--- src/rtl/kamikaze_pkg.sv ---
// Shared types and constants for the kamikaze core.
package kamikaze_pkg;

    localparam int XLEN = 32;
    localparam int ILEN = 32;

    localparam logic [XLEN-1:0] RESET_VECTOR = 32'h0000_0000;

    typedef struct packed {
        logic [XLEN-1:0] pc;
        logic [ILEN-1:0] inst;
    } fetch_entry_t;

endpackage

--- src/rtl/kamikaze_fetch_if.sv ---
// Fetch-stage bus: instruction-memory port, redirect request and decode handshake.
interface kamikaze_fetch_if;
    import kamikaze_pkg::*;

    logic [XLEN-1:0] im_addr_o;
    logic [ILEN-1:0] im_data_i;
    logic            redirect_i;
    logic [XLEN-1:0] redirect_pc_i;
    logic            inst_valid_o;
    logic [ILEN-1:0] inst_o;
    logic [XLEN-1:0] inst_pc_o;
    logic            inst_ready_i;

    modport master (
        output im_addr_o, inst_valid_o, inst_o, inst_pc_o,
        input  im_data_i, redirect_i, redirect_pc_i, inst_ready_i
    );

    modport slave (
        input  im_addr_o, inst_valid_o, inst_o, inst_pc_o,
        output im_data_i, redirect_i, redirect_pc_i, inst_ready_i
    );

endinterface

--- src/rtl/kamikaze_fifo.sv ---
// Registered-output FIFO with occupancy count and synchronous flush.
module kamikaze_fifo #(
    parameter int DATA_W = 64,
    parameter int DEPTH  = 4
) (
    input  logic                       clk_i,
    input  logic                       rst_i,
    input  logic                       flush_i,
    input  logic                       push_i,
    input  logic [DATA_W-1:0]          wdata_i,
    input  logic                       pop_i,
    output logic [DATA_W-1:0]          rdata_o,
    output logic [$clog2(DEPTH+1)-1:0] count_o,
    output logic                       full_o,
    output logic                       empty_o
);

    localparam int PW = $clog2(DEPTH);
    localparam int CW = $clog2(DEPTH+1);

    logic [DATA_W-1:0] mem [DEPTH];
    logic [PW-1:0]     wptr, rptr;
    logic [CW-1:0]     count;
    logic              do_push, do_pop;

    assign empty_o = (count == '0);
    assign full_o  = (count == CW'(DEPTH));
    assign count_o = count;
    assign rdata_o = mem[rptr];

    // A push into a full FIFO is accepted when the head leaves in the same cycle.
    assign do_pop  = pop_i && !empty_o;
    assign do_push = push_i && (!full_o || do_pop);

    always_ff @(posedge clk_i or negedge rst_i) begin
        if (!rst_i) begin
            wptr  <= '0;
            rptr  <= '0;
            count <= '0;
        end else if (flush_i) begin
            wptr  <= '0;
            rptr  <= '0;
            count <= '0;
        end else begin
            if (do_push) wptr <= wptr + PW'(1);
            if (do_pop)  rptr <= rptr + PW'(1);
            count <= count + CW'(do_push) - CW'(do_pop);
        end
    end

    always_ff @(posedge clk_i) begin
        if (do_push && !flush_i) mem[wptr] <= wdata_i;
    end

endmodule

--- src/rtl/kamikaze_fetch.sv ---
// Instruction fetch/prefetch: credit-based address generation into a small prefetch FIFO.
module kamikaze_fetch
    import kamikaze_pkg::*;
#(
    parameter int              DEPTH    = 4,
    parameter logic [XLEN-1:0] RESET_PC = RESET_VECTOR
) (
    input  logic              clk_i,
    input  logic              rst_i,
    kamikaze_fetch_if.master  bus
);

    localparam int CW     = $clog2(DEPTH+1);
    localparam int DATA_W = $bits(fetch_entry_t);

    logic [XLEN-1:0] fetch_pc;
    logic            vld_p1;
    logic [XLEN-1:0] pc_p1;
    logic            issue, push, pop;
    logic [CW:0]     credit;
    logic [CW-1:0]   count;
    logic            full, empty;
    fetch_entry_t    wentry, head;

    // Slots already claimed (buffered + in flight) after this cycle's pop.
    assign pop    = !empty && bus.inst_ready_i;
    assign credit = (CW+1)'(count) + (CW+1)'(vld_p1) - (CW+1)'(pop);
    assign issue  = !bus.redirect_i && (credit < (CW+1)'(DEPTH));
    assign push   = vld_p1 && !bus.redirect_i;

    // Stage p0: address presented to memory
    always_ff @(posedge clk_i or negedge rst_i) begin
        if (!rst_i) begin
            fetch_pc <= RESET_PC;
            vld_p1   <= 1'b0;
        end else if (bus.redirect_i) begin
            fetch_pc <= bus.redirect_pc_i & ~32'h3;
            vld_p1   <= 1'b0;
        end else begin
            vld_p1 <= issue;
            if (issue) fetch_pc <= fetch_pc + 32'd4;
        end
    end

    always_ff @(posedge clk_i) begin
        if (issue) pc_p1 <= fetch_pc;
    end

    // Stage p1: memory data returns and is written into the FIFO
    assign wentry.pc   = pc_p1;
    assign wentry.inst = bus.im_data_i;

    kamikaze_fifo #(
        .DATA_W (DATA_W),
        .DEPTH  (DEPTH)
    ) u_fifo (
        .clk_i   (clk_i),
        .rst_i   (rst_i),
        .flush_i (bus.redirect_i),
        .push_i  (push),
        .wdata_i (wentry),
        .pop_i   (pop),
        .rdata_o (head),
        .count_o (count),
        .full_o  (full),
        .empty_o (empty)
    );

    assign bus.im_addr_o    = fetch_pc;
    assign bus.inst_valid_o = !empty;
    assign bus.inst_o       = empty ? '0 : head.inst;
    assign bus.inst_pc_o    = empty ? '0 : head.pc;

    a_no_overflow: assert property (@(posedge clk_i) disable iff (!rst_i)
        !(push && full && !pop));

endmodule

--- src/flat_wrapper.sv ---
// flat-port wrapper written by rule: the top's interface ports become plain ports
module kamikaze_fetch_flat import kamikaze_pkg::*;
#(
    parameter int              DEPTH    = 4,
    parameter logic [XLEN-1:0] RESET_PC = RESET_VECTOR
)
  (clk_i, rst_i, bus_im_addr_o, bus_inst_valid_o, bus_inst_o, bus_inst_pc_o, bus_im_data_i, bus_redirect_i, bus_redirect_pc_i, bus_inst_ready_i);
  kamikaze_fetch_if bus_i ();
  input  logic clk_i;
  input  logic rst_i;
  output wire logic [$bits(bus_i.im_addr_o)-1:0] bus_im_addr_o;
  output wire logic [$bits(bus_i.inst_valid_o)-1:0] bus_inst_valid_o;
  output wire logic [$bits(bus_i.inst_o)-1:0] bus_inst_o;
  output wire logic [$bits(bus_i.inst_pc_o)-1:0] bus_inst_pc_o;
  input wire logic [$bits(bus_i.im_data_i)-1:0] bus_im_data_i;
  input wire logic [$bits(bus_i.redirect_i)-1:0] bus_redirect_i;
  input wire logic [$bits(bus_i.redirect_pc_i)-1:0] bus_redirect_pc_i;
  input wire logic [$bits(bus_i.inst_ready_i)-1:0] bus_inst_ready_i;
  assign bus_im_addr_o = bus_i.im_addr_o;
  assign bus_inst_valid_o = bus_i.inst_valid_o;
  assign bus_inst_o = bus_i.inst_o;
  assign bus_inst_pc_o = bus_i.inst_pc_o;
  assign bus_i.im_data_i = bus_im_data_i;
  assign bus_i.redirect_i = bus_redirect_i;
  assign bus_i.redirect_pc_i = bus_redirect_pc_i;
  assign bus_i.inst_ready_i = bus_inst_ready_i;
  kamikaze_fetch #(.DEPTH(DEPTH), .RESET_PC(RESET_PC)) u_core (.clk_i(clk_i), .rst_i(rst_i), .bus(bus_i));
endmodule
--- config.mk ---
export PLATFORM = sky130hd
export DESIGN_NAME = kamikaze_fetch_flat
export DESIGN_NICKNAME = d
export VERILOG_FILES = /design/src/rtl/kamikaze_pkg.sv /design/src/rtl/kamikaze_fetch_if.sv /design/src/rtl/kamikaze_fifo.sv /design/src/rtl/kamikaze_fetch.sv /design/src/flat_wrapper.sv
export SDC_FILE = /design/constraint.sdc
export NUM_CORES = 1
export LEC_CHECK = 0
export CORE_ASPECT_RATIO = 1.75
export CORE_UTILIZATION = 55
export CTS_BUF_LIST = sky130_fd_sc_hd__clkbuf_4
export CTS_CLUSTER_DIAMETER = 80
export CTS_CLUSTER_SIZE = 14
export DETAILED_ROUTE_END_ITERATION = 12
export HOLD_SLACK_MARGIN = 0.06
export PLACE_DENSITY = 0.84
export SLEW_MARGIN = 20
export SYNTH_ARGS = -nofsm -noshare
export SYNTH_HDL_FRONTEND = slang
export SYNTH_SLANG_ARGS = --single-unit
--- constraint.sdc ---
create_clock -name clk_i -period 5.08 [get_ports clk_i]
set_clock_uncertainty 0.1 [all_clocks]
set_input_delay 1.016 -clock clk_i [delete_from_list [all_inputs] [get_ports clk_i]]
set_output_delay 1.016 -clock clk_i [all_outputs]
set_load 0.05 [all_outputs]
==> flow_summary_export.csv <==
group,metric,value,unit
place,place_area,0.0146,sq mm
sta,timing.slew.headroom,0.357,
finish,syn2layout_area_growth,17.9,%
floorplan,core_area,0.0227,sq mm
finish,final_common_cell,"edfxtp_1",
clock_tree,cts_tree,"built",
worst_setup_path,crit_slowest_cell,"dfrtp_4",
finish,fin_util,0.659,
drt,via_count,6410,
logic_synthesis,yosysWarningCount,0,
place,port_buffers,158,
logic_synthesis,seq_area_frac_synth,0.735,
floorplan,dieArea,0.0236,sq mm
grt,grt_pass1_wl,35.4,mm
power_and_ir_drop,irDropWorstVdd,0.000435,V
finish,layout-drive-gt1-share,0.174,
status,status,"complete, no violations",
drt,ant_nets,0,
min_path,min_path_type,"in2async",
clock_tree,cts_resized,0,
grt,antenna_found_initial,1,
worst_setup_path,cp_data_arrival_time,3.32,ns
finish,final_cell_area,0.0149,sq mm
sta,drv_slew,0,
drt,drtPass1Iterations,6,
floorplan,start_util,0.559,
worst_setup_path,slowest_delay,0.86,ns
clock_tree,clock_path_buffers,3,
clock_tree,clock_latency,0.66,ns
sta,period_minus_slack,4.43,ns
clock_tree,path_clk_slew,0.15,ns
worst_setup_path,crit_type,"reg2out",
sta,finalWorstSetupSlack,0.648,ns
grt,grt_max_degree,66,
sta,maxClockFrequency,226,MHz
drt,avgViaCountPerCell,5.57,
floorplan,dieWidth,117,um
drt,drt_wl_total,22.6,mm
power_and_ir_drop,powerDensity,516,mW/mm^2
place,hpwl,13.7,mm
logic_synthesis,synth_cell_types,41,
logic_synthesis,synth_area,0.0127,sq mm
sta,rsz0062_at_grt,"false",
power_and_ir_drop,p_leak,4.90,nW
worst_setup_path,cp_cell_sequence,"buf_12 > mux4_2 > and2_1 > clkdlybuf4s50_1",
worst_setup_path,path_max_fanout,30,
clock_tree,clock-root-buffer,"clkbuf_4",
drt,drt_iter0_drc,358,
clock_tree,clock_sinks,316,
sta,fin_crit_sh,0.872,
floorplan,die_height,203,um
sta,worst_pin_slew,0.965,ns
clock_tree,holdBufCountCts,0,
worst_setup_path,r2r_cells,12,
drt,drt-wirelength-per-cell,19.6,um
floorplan,ios,165,
logic_synthesis,ys_ff_latch,316,
logic_synthesis,synth_area_leaders,"edfxtp_1 (66%), mux4_2 (11%), dfrtp_1 (7.5%)",
clock_tree,htreeDepth,1,
finish,final_cell_mix,"edfxtp_1 (278), clkdlybuf4s50_1 (156), and2_1 (67), mux4_2 (62), clkbuf_4 (47)",
drt,post-route-drc-count,0,
logic_synthesis,yosysTopAreaCellShare,0.660,
logic_synthesis,post-synth-top-area-cell,"edfxtp_1",
place,gp_congestion,0.788,
finish,nets,909,
clock_tree,post_cts_buffers,0,
place,dpl_worst_slack,1.12,ns
clock_tree,numCtsBuffers,26,
run,cap_violations,0,
worst_setup_path,cp-start-kind,"flop",
sta,setup-tns-final,0,ns
floorplan,row_count,73,
logic_synthesis,syn_area_per_cell,19.0,sq um
power_and_ir_drop,p_total,7.70,mW
sta,setup_viol_count_final,0,
grt,grt_pass1_vias,6703,
logic_synthesis,postSynthCellCount,667,
grt,grtUsageTotal,0.199,
worst_setup_path,worstSetupEndpointType,"output port",
sta,hold_viol,0,
grt,gr-total-overflow,0,
worst_setup_path,cp.required,3.96,ns
-- final timing paths --
kind                                          start                  endpoint  slack (ns)
setup / recovery              u_core.u_fifo.rptr[0]         bus_inst_pc_o[21]        0.65
hold / removal                                rst_i   u_core.bus.im_addr_o[9]        0.36
setup reg to reg           u_core.u_fifo.count_o[0]          u_core.pc_p1[22]        1.37
hold reg to reg                    u_core.pc_p1[10]  u_core.u_fifo.mem[1][42]        0.40
max in group asynchronous                     rst_i     u_core.u_fifo.rptr[0]        3.81
min in group clk_i                 u_core.pc_p1[10]  u_core.u_fifo.mem[1][42]        0.40
-- cells in the mapped netlist, drive strengths merged --
cell type	n
o211ai	10
nor3	1
mux2	9
xor2	21
nand4	2
nor2b	2
a21oi	1
nor4	4
o21bai	1
nor2	12
and4	3
buf	17
fa	1
or3	1
o41ai	1
nand2	27
ha	10
o2111ai	10
nand3	3
dfrtp	38
mux4	62
edfxtp	278
o21ai	26
mux2i	3
a211oi	1
and3b	1
and2	71
nand3b	2
nand2b	1
inv	11
conb	1
xnor2	12
clkbuf	19
and3	5
-- sequential cells by signal, summed over array words and instances (netlist names) --
| name | flops |
|---|---|
| u_core.bus.im_addr_o | 30 |
| u_core.pc_p1 | 30 |
| u_core.u_fifo.count_o | 3 |
| u_core.u_fifo.mem | 248 |
| u_core.u_fifo.rptr | 2 |
| u_core.u_fifo.wptr | 2 |
| u_core.vld_p1 | 1 |
-- stage by stage --
stage          hold slack [ns]  std cells
4_1_cts                  0.338       1150
3_3_place_gp             0.366       1102
2_1_floorplan            0.359        670
6_report                 0.358       1151
5_1_grt                  0.365       1151
3_5_place_dp             0.382       1102
-- critical path: cells and delay by family, from the launching register on --
family,cells,cell delay [ns]
multiplexers,1,0.52
AND/OR/NAND/NOR,1,0.16
flip-flops,1,0.86
buffers and inverters,2,1.07
-- where the power goes --
| part | internal (mW) | switching [mW] | leakage, nW | total, mW |
|---|---|---|---|---|
| sequential | 3.18 | 0.227 | 2.98 | 3.40 |
| clock | 0.414 | 0.728 | 0.220 | 1.14 |
| combinational | 1.18 | 1.98 | 1.70 | 3.15 |
| total | 4.77 | 2.93 | 4.90 | 7.70 |
-- cell type report --
| type | count | area [sq um] |
|---|---|---|
| fillers | 1599 | 7730 |
| multi-input cells | 307 | 3170 |
| well taps | 300 | 375 |
| clock inverters | 1 | 8.76 |
| flip-flops and latches | 316 | 9300 |
| clock buffers | 47 | 353 |
| inverters | 11 | 41.3 |
| repair buffers | 168 | 1670 |
| diodes | 1 | 2.50 |
-- logic make-up (layout without fill, tap and decap cells) --
kind of cell	count (synthesis)	after routing	synth area share
AOI/OAI and AO/OA	50	50	0.0262
xor gates and xnor gates	33	33	0.0234
adders and majority gates	11	11	0.0115
buffers and inverters	47	227	0.0169
DFF	316	316	0.735
muxes	74	74	0.121
other	1	5	0.000296
and+or+nand+nor	135	135	0.0661
-- routing by layer --
metal | up-vias | track usage | wire (um)
li1 | 2928 | - | -
met1 | 3244 | 0.239 | 8630
met2 | 191 | 0.358 | 12200
met3 | 47 | 0.0212 | 1010
met4 | 0 | 0.0818 | 722
met5 | - | 0 | 0
(Power assumes the default switching activity.)
